--- src/rtl/stream_arb_pkg.sv ---
// Shared types and helpers for the round-robin stream arbiter.
package stream_arb_pkg;

    typedef enum logic [0:0] {
        IDLE   = 1'b0,
        LOCKED = 1'b1
    } arb_state_t;

    // Index width for N requesters; never narrower than one bit.
    function automatic int unsigned calc_idx_w(input int unsigned n);
        if (n <= 32'd1) return 32'd1;
        return 32'($clog2(n));
    endfunction

endpackage

--- src/rtl/rr_select.sv ---
// Combinational round-robin priority encoder: first request above ptr, wrapping.
module rr_select
    import stream_arb_pkg::*;
#(
    parameter  int unsigned N     = 4,
    localparam int unsigned IDX_W = calc_idx_w(N)
) (
    input  logic [N-1:0]     req,
    input  logic [IDX_W-1:0] ptr,
    output logic [IDX_W-1:0] grant_idx,
    output logic             grant_any
);

    // Scan ptr+1 .. ptr+N modulo N and keep the first hit.
    always_comb begin
        int unsigned idx;
        grant_idx = '0;
        grant_any = 1'b0;
        idx       = 0;
        for (int unsigned off = 1; off <= N; off++) begin
            idx = (32'(ptr) + off) % N;
            if (!grant_any && req[IDX_W'(idx)]) begin
                grant_any = 1'b1;
                grant_idx = IDX_W'(idx);
            end
        end
    end

endmodule

--- src/rtl/stream_rr_arbiter.sv ---
// Round-robin valid/ready arbiter feeding a two-entry (main + skid) output stage.
// Define STREAM_RR_ARBITER_LOCK_EN to hold the grant for a whole packet (in_last).
module stream_rr_arbiter
    import stream_arb_pkg::*;
#(
    parameter  int unsigned N_INPUTS   = 4,
    parameter  int unsigned WORD_WIDTH = 32,
    localparam int unsigned IDX_W      = calc_idx_w(N_INPUTS)
) (
    input  logic                                clock,
    input  logic                                rst_n,
    input  logic [N_INPUTS-1:0]                 in_valid,
    output logic [N_INPUTS-1:0]                 in_ready,
    input  logic [N_INPUTS-1:0][WORD_WIDTH-1:0] in_data,
`ifdef STREAM_RR_ARBITER_LOCK_EN
    input  logic [N_INPUTS-1:0]                 in_last,
`endif
    output logic                                out_valid,
    input  logic                                out_ready,
    output logic [WORD_WIDTH-1:0]               out_data,
    output logic [IDX_W-1:0]                    out_src,
    output logic                                out_last
);

    logic [IDX_W-1:0]      ptr_q, ptr_d;
    logic [IDX_W-1:0]      sel_idx;
    logic                  sel_any;
    logic [IDX_W-1:0]      grant;
    logic                  grant_any;
    logic                  can_accept;
    logic                  xfer;

    logic                  main_valid_q, main_valid_d;
    logic [WORD_WIDTH-1:0] main_data_q,  main_data_d;
    logic [IDX_W-1:0]      main_src_q,   main_src_d;
    logic                  skid_valid_q, skid_valid_d;
    logic [WORD_WIDTH-1:0] skid_data_q,  skid_data_d;
    logic [IDX_W-1:0]      skid_src_q,   skid_src_d;

    rr_select #(.N(N_INPUTS)) u_rr_select (
        .req       (in_valid),
        .ptr       (ptr_q),
        .grant_idx (sel_idx),
        .grant_any (sel_any)
    );

`ifdef STREAM_RR_ARBITER_LOCK_EN
    arb_state_t       state_q, state_d;
    logic [IDX_W-1:0] lock_idx_q, lock_idx_d;
    logic             beat_last;
    logic             main_last_q, main_last_d;
    logic             skid_last_q, skid_last_d;

    // While a packet is open the grant is pinned to its owner.
    always_comb begin
        grant     = sel_idx;
        grant_any = sel_any;
        if (state_q == LOCKED) begin
            grant     = lock_idx_q;
            grant_any = 1'b1;
        end
    end

    assign beat_last = in_last[grant];

    // Packet lock FSM: open on a non-last beat, close on the owner's last beat.
    always_comb begin
        state_d    = state_q;
        lock_idx_d = lock_idx_q;
        case (state_q)
            IDLE: begin
                if (xfer && !beat_last) begin
                    state_d    = LOCKED;
                    lock_idx_d = grant;
                end
            end
            LOCKED: begin
                if (xfer && beat_last) state_d = IDLE;
            end
            default: state_d = IDLE;
        endcase
    end

    // Lock state register.
    always_ff @(posedge clock or negedge rst_n) begin
        if (!rst_n) begin
            state_q    <= IDLE;
            lock_idx_q <= '0;
        end else begin
            state_q    <= state_d;
            lock_idx_q <= lock_idx_d;
        end
    end

    // Last flag travels alongside the main/skid payloads.
    always_comb begin
        main_last_d = main_last_q;
        skid_last_d = skid_last_q;
        if (skid_valid_q) begin
            if (out_ready) main_last_d = skid_last_q;
        end else if (xfer) begin
            if (!main_valid_q || out_ready) main_last_d = beat_last;
            else                            skid_last_d = beat_last;
        end
    end

    // Last flag registers.
    always_ff @(posedge clock or negedge rst_n) begin
        if (!rst_n) begin
            main_last_q <= 1'b0;
            skid_last_q <= 1'b0;
        end else begin
            main_last_q <= main_last_d;
            skid_last_q <= skid_last_d;
        end
    end

    assign out_last = main_last_q;
`else
    assign grant     = sel_idx;
    assign grant_any = sel_any;
    assign out_last  = 1'b1;
`endif

    // Accept only while the skid slot is free, so in_ready never sees out_ready.
    assign can_accept = !skid_valid_q;
    assign xfer       = can_accept && grant_any && in_valid[grant];

    // One-hot ready toward the granted requester.
    always_comb begin
        in_ready = '0;
        if (can_accept && grant_any) in_ready[grant] = 1'b1;
    end

    // Pointer update and main/skid routing.
    always_comb begin
        ptr_d        = ptr_q;
        main_valid_d = main_valid_q;
        main_data_d  = main_data_q;
        main_src_d   = main_src_q;
        skid_valid_d = skid_valid_q;
        skid_data_d  = skid_data_q;
        skid_src_d   = skid_src_q;
        if (xfer) ptr_d = grant;
        if (skid_valid_q) begin
            if (out_ready) begin
                main_data_d  = skid_data_q;
                main_src_d   = skid_src_q;
                skid_valid_d = 1'b0;
            end
        end else if (xfer) begin
            if (!main_valid_q || out_ready) begin
                main_valid_d = 1'b1;
                main_data_d  = in_data[grant];
                main_src_d   = grant;
            end else begin
                skid_valid_d = 1'b1;
                skid_data_d  = in_data[grant];
                skid_src_d   = grant;
            end
        end else if (out_ready) begin
            main_valid_d = 1'b0;
        end
    end

    // Pointer and output stage registers; requester 0 wins first after reset.
    always_ff @(posedge clock or negedge rst_n) begin
        if (!rst_n) begin
            ptr_q        <= IDX_W'(N_INPUTS - 1);
            main_valid_q <= 1'b0;
            main_data_q  <= '0;
            main_src_q   <= '0;
            skid_valid_q <= 1'b0;
            skid_data_q  <= '0;
            skid_src_q   <= '0;
        end else begin
            ptr_q        <= ptr_d;
            main_valid_q <= main_valid_d;
            main_data_q  <= main_data_d;
            main_src_q   <= main_src_d;
            skid_valid_q <= skid_valid_d;
            skid_data_q  <= skid_data_d;
            skid_src_q   <= skid_src_d;
        end
    end

    assign out_valid = main_valid_q;
    assign out_data  = main_data_q;
    assign out_src   = main_src_q;

endmodule

--- config.mk ---
export PLATFORM = sky130hd
export DESIGN_NAME = stream_rr_arbiter
export DESIGN_NICKNAME = d
export VERILOG_FILES = /design/src/rtl/stream_arb_pkg.sv /design/src/rtl/rr_select.sv /design/src/rtl/stream_rr_arbiter.sv
export SDC_FILE = /design/constraint.sdc
export NUM_CORES = 1
export LEC_CHECK = 0
export CAP_MARGIN = 5
export CORE_AREA = 4 4 109 111
export CTS_CLUSTER_SIZE = 40
export DETAILED_ROUTE_END_ITERATION = 16
export DIE_AREA = 0 0 113 115
export GPL_TIMING_DRIVEN = 0
export PLACE_DENSITY = 0.82
export SYNTH_ARGS = -nofsm -noshare
export SYNTH_HDL_FRONTEND = slang
export SYNTH_SLANG_ARGS = --single-unit
--- constraint.sdc ---
create_clock -name clock -period 2 [get_ports clock]
set_input_delay 0.4 -clock clock [delete_from_list [all_inputs] [get_ports clock]]
set_output_delay 0.4 -clock clock [all_outputs]
set_load 0.03 [all_outputs]
==> results.json <==
{
  "vdd_drop_max_uv": 913,
  "worst_skew_pair.late_latency_ps": 330,
  "min-delay-path-class": "in2async",
  "ys_seq_area_frac": 0.433,
  "synth_largest_area_cell": "sky130_fd_sc_hd__dfrtp_1",
  "period_minus_slack_ps": 2400,
  "drc_violations_left": 0,
  "synthesized_area_sq_um": 4170,
  "congestion_overflow_gr": 0,
  "cp_top_family": "flip-flops",
  "grt_first_pass_wirelength_um": 20300,
  "cts-buffers-inserted": 9,
  "drt-total-wl_um": 13100,
  "path_common_cell": "sky130_fd_sc_hd__buf_6",
  "cell_types_occupying_the_most_area_after_synthesis": "sky130_fd_sc_hd__dfrtp_1, sky130_fd_sc_hd__mux2i_1, sky130_fd_sc_hd__mux2_1",
  "fraction_of_the_mapped_netlist_area_in_adder_cells": 0,
  "dp_hpwl_um": 9520,
  "place_congestion": 0.761,
  "p_leak_nw": 3.16,
  "final_non_filler_cells": 677,
  "critical_path_required_ps": 1600,
  "main_combinational_cell_family_by_area_after_synthesis": "multiplexers",
  "n_antenna_cell": 0,
  "port-buffer-count": 173,
  "most-common-layout-cells": "sky130_fd_sc_hd__clkdlybuf4s50_1, sky130_fd_sc_hd__mux2i_1, sky130_fd_sc_hd__dfrtp_1, sky130_fd_sc_hd__and3_1, sky130_fd_sc_hd__a221o_1",
  "worst_slack_ps": -398,
  "routed_via_density": 5.30,
  "drtIter0Drc": 137,
  "commonest_non_fill_non_tap_cell_in_the_layout": "sky130_fd_sc_hd__clkdlybuf4s50_1",
  "initial_utilization": 0.386,
  "areaGrowthSynthToFinish_pct": 62.5,
  "route.detailed.wl_per_inst_um": 19.3,
  "endpoint_kind": "primary output",
  "dp_cells": 648,
  "synthArstFlopShare": 1.00,
  "path_cells": "and2b_4 -> nor3_2 -> o32ai_4 -> buf_6 -> buf_4 -> nor2_4 -> buf_6",
  "finClkSkew_ps": 9.07,
  "min_period_over_period": 1.20,
  "cts.clk_slew.worst_paths_ps": 80,
  "clock-root-buffer": "sky130_fd_sc_hd__clkbuf_8",
  "number_of_register_bits_inferred_by_synthesis": 72,
  "synth_compound_gate_area_share": 0.106,
  "synth.top_cell.area_share": 0.420,
  "core_area_sq_um": 10800,
  "cts_num_sinks": 72,
  "ff2ff_path_depth": 8,
  "avgSynthCellArea_sq_um": 12.4,
  "achievable_freq_mhz": 417,
  "timing.critical_path.from_type": "register",
  "post_synth_mux_area_share": 0.322,
  "ys_warn_count": 0,
  "number_of_detailed_route_iterations_in_the_first_pass": 4,
  "fin_util": 0.628,
  "outcome": "complete, but fails checks",
  "synth_simple_gate_area_frac": 0.0801,
  "placement_rows": 38,
  "max_slew_violations": 0,
  "critical_path_depth": 7,
  "die-height_um": 115,
  "cp.arrival_ps": 2000,
  "met3WireLength_um": 736,
  "count_of_fill_cells_added_during_filler_insertion": 870,
  "ioPinCount": 175,
  "timing.final.setup_violations": 68,
  "highest_cell_delay_on_the_worst_timing_path_ps": 540,
  "worstPathBufferInverterCount": 3,
  "timing.max_cap.violations": 0,
  "post_synth_xor_area_fraction": 0,
  "synth_flop_cell": "sky130_fd_sc_hd__dfrtp_1",
  "share_of_post_route_cells_with_drive_strength_above_1": 0.207,
  "tritoncts": "yes",
  "violations": "negative setup slack",
  "wirelength_met1_um": 5220,
  "met2WireLength_um": 6990,
  "setup_repair_after_global_routing_missed_its_margin": "yes",
  "crit_fanout": 5,
  "cts_hold_repair.buffers": 0,
  "timing.setup.critical_path_class": "reg2out",
  "grt_start_max_net_pins": 73,
  "design.die.area_sq_um": 13000,
  "htree_levels": 3,
  "synth.net_count": 470,
  "hold_viol_final": 0,
  "antenna_found_initial": 0,
  "syn-instance-count": 335,
  "routed-via-count": 3590,
  "dieWidth_um": 113,
  "antenna_violating_nets_post_route": 0,
  "finish.net_count": 668,
  "grt_pass1_vias": 3957,
  "tightestPinTransition_ps": 897,
  "maxUsedRoutingLayer": "met4",
  "slew_headroom": 0.402,
  "number_of_enable_flip_flop_cells_after_synthesis": 0,
  "ctsLongestPathBuffers": 2,
  "critical_path_s_slowest_cell": "sky130_fd_sc_hd__dfstp_2",
  "gr-usage-all-layers": 0.196,
  "powerDensity_nw_per_um2": 1450,
  "netlist-cell-type-count": 33
}
==> Yosys cell counts, types with 2 or more instances <==
master                     count
sky130_fd_sc_hd__a21oi_1       2
sky130_fd_sc_hd__nand2_1       8
sky130_fd_sc_hd__mux2_1       31
sky130_fd_sc_hd__o21ai_0       3
sky130_fd_sc_hd__and3_1       34
sky130_fd_sc_hd__buf_4         3
sky130_fd_sc_hd__inv_1         2
sky130_fd_sc_hd__nand2b_1      3
sky130_fd_sc_hd__mux2i_1      96
sky130_fd_sc_hd__nor2_2        2
sky130_fd_sc_hd__a221o_1      32
sky130_fd_sc_hd__dfrtp_1      70
sky130_fd_sc_hd__buf_8         2
sky130_fd_sc_hd__buf_6         4
sky130_fd_sc_hd__dfstp_2       2
sky130_fd_sc_hd__a21o_1        2
sky130_fd_sc_hd__mux2_2        3
sky130_fd_sc_hd__buf_2         6
sky130_fd_sc_hd__nor2b_1       2
sky130_fd_sc_hd__nor2_1        4
sky130_fd_sc_hd__buf_12        3
sky130_fd_sc_hd__clkbuf_1     10
==> final timing paths <==
path,startpoint,endpoint,slack (ps)
setup / recovery,ptr_q[0],in_ready[2],-400
hold reg to reg,ptr_q[0],ptr_q[0],470
hold / removal,rst_n,out_data[6],180
min in group clock,ptr_q[0],ptr_q[0],470
setup reg to reg,ptr_q[0],out_data[14],-360
max in group asynchronous,rst_n,out_data[28],1230
==> per-stage QoR <==
stage          hold WS [ps]  instance area [sq um]  setup WS (ps)  power [W]  TNS, ps
6_report                178                   6780           -398    0.00982   -21440
2_1_floorplan           104                   4310           -218    0.00623    -3470
5_1_grt                 263                   6780           -477     0.0104   -28130
3_5_place_dp            463                   6210          -1280    0.00803   -55930
4_1_cts                 213                   6540           -413    0.00943   -18670
3_3_place_gp            463                   6220          -1780    0.00788  -179300
==> cells by family (layout without fill, tap and decap cells) <==
family | Yosys count | in the layout
AO/OA/AOI/OAI | 44 | 44
AND/OR/NAND/NOR | 57 | 57
other | 1 | 1
multiplexers | 130 | 130
buffers and inverters | 31 | 233
flip-flops | 72 | 72
==> flip-flops by register name, summed over array words and instances, names as in the netlist <==
| signal | count |
|---|---|
| out_data | 32 |
| skid_data_q | 32 |
| out_src | 2 |
| ptr_q | 2 |
| skid_src_q | 2 |
| out_valid | 1 |
| skid_valid_q | 1 |
==> routing by layer <==
| metal | vias to the layer above | track usage |
|---|---|---|
| met2 | 115 | 0.352 |
| met3 | 14 | 0.0453 |
| met1 | 1795 | 0.238 |
| met5 | - | 0 |
| li1 | 1666 | - |
| met4 | 0 | 0.0497 |
==> repair_timing <==
action,CTS,global route
setup buffers,8,3
setup endpoints to repair,73,71
endpoints found under the hold margin,0,0
pin swaps,4,3
gates resized for setup,43,29
cloned,0,4
==> power breakdown <==
part	total (W)	internal, W	switching [W]
Sequential	0.00262	0.00220	0.000425
Clock	0.00115	0.000601	0.000551
Combinational	0.00604	0.00325	0.00280
Total	0.00982	0.00604	0.00377
==> layout make-up <==
cell class | count | area [sq um] | area share
Sequential cell | 72 | 1800 | 0.266
Clock buffer | 10 | 138 | 0.0203
Inverter | 2 | 7.51 | 0.00111
Tap cell | 140 | 175 | 0.0258
Buffer | 29 | 293 | 0.0432
Clock inverter | 5 | 57.6 | 0.00849
Timing Repair Buffer | 187 | 1940 | 0.287
Multi-Input combinational cell | 232 | 2360 | 0.348
(Power assumes the default switching activity.)
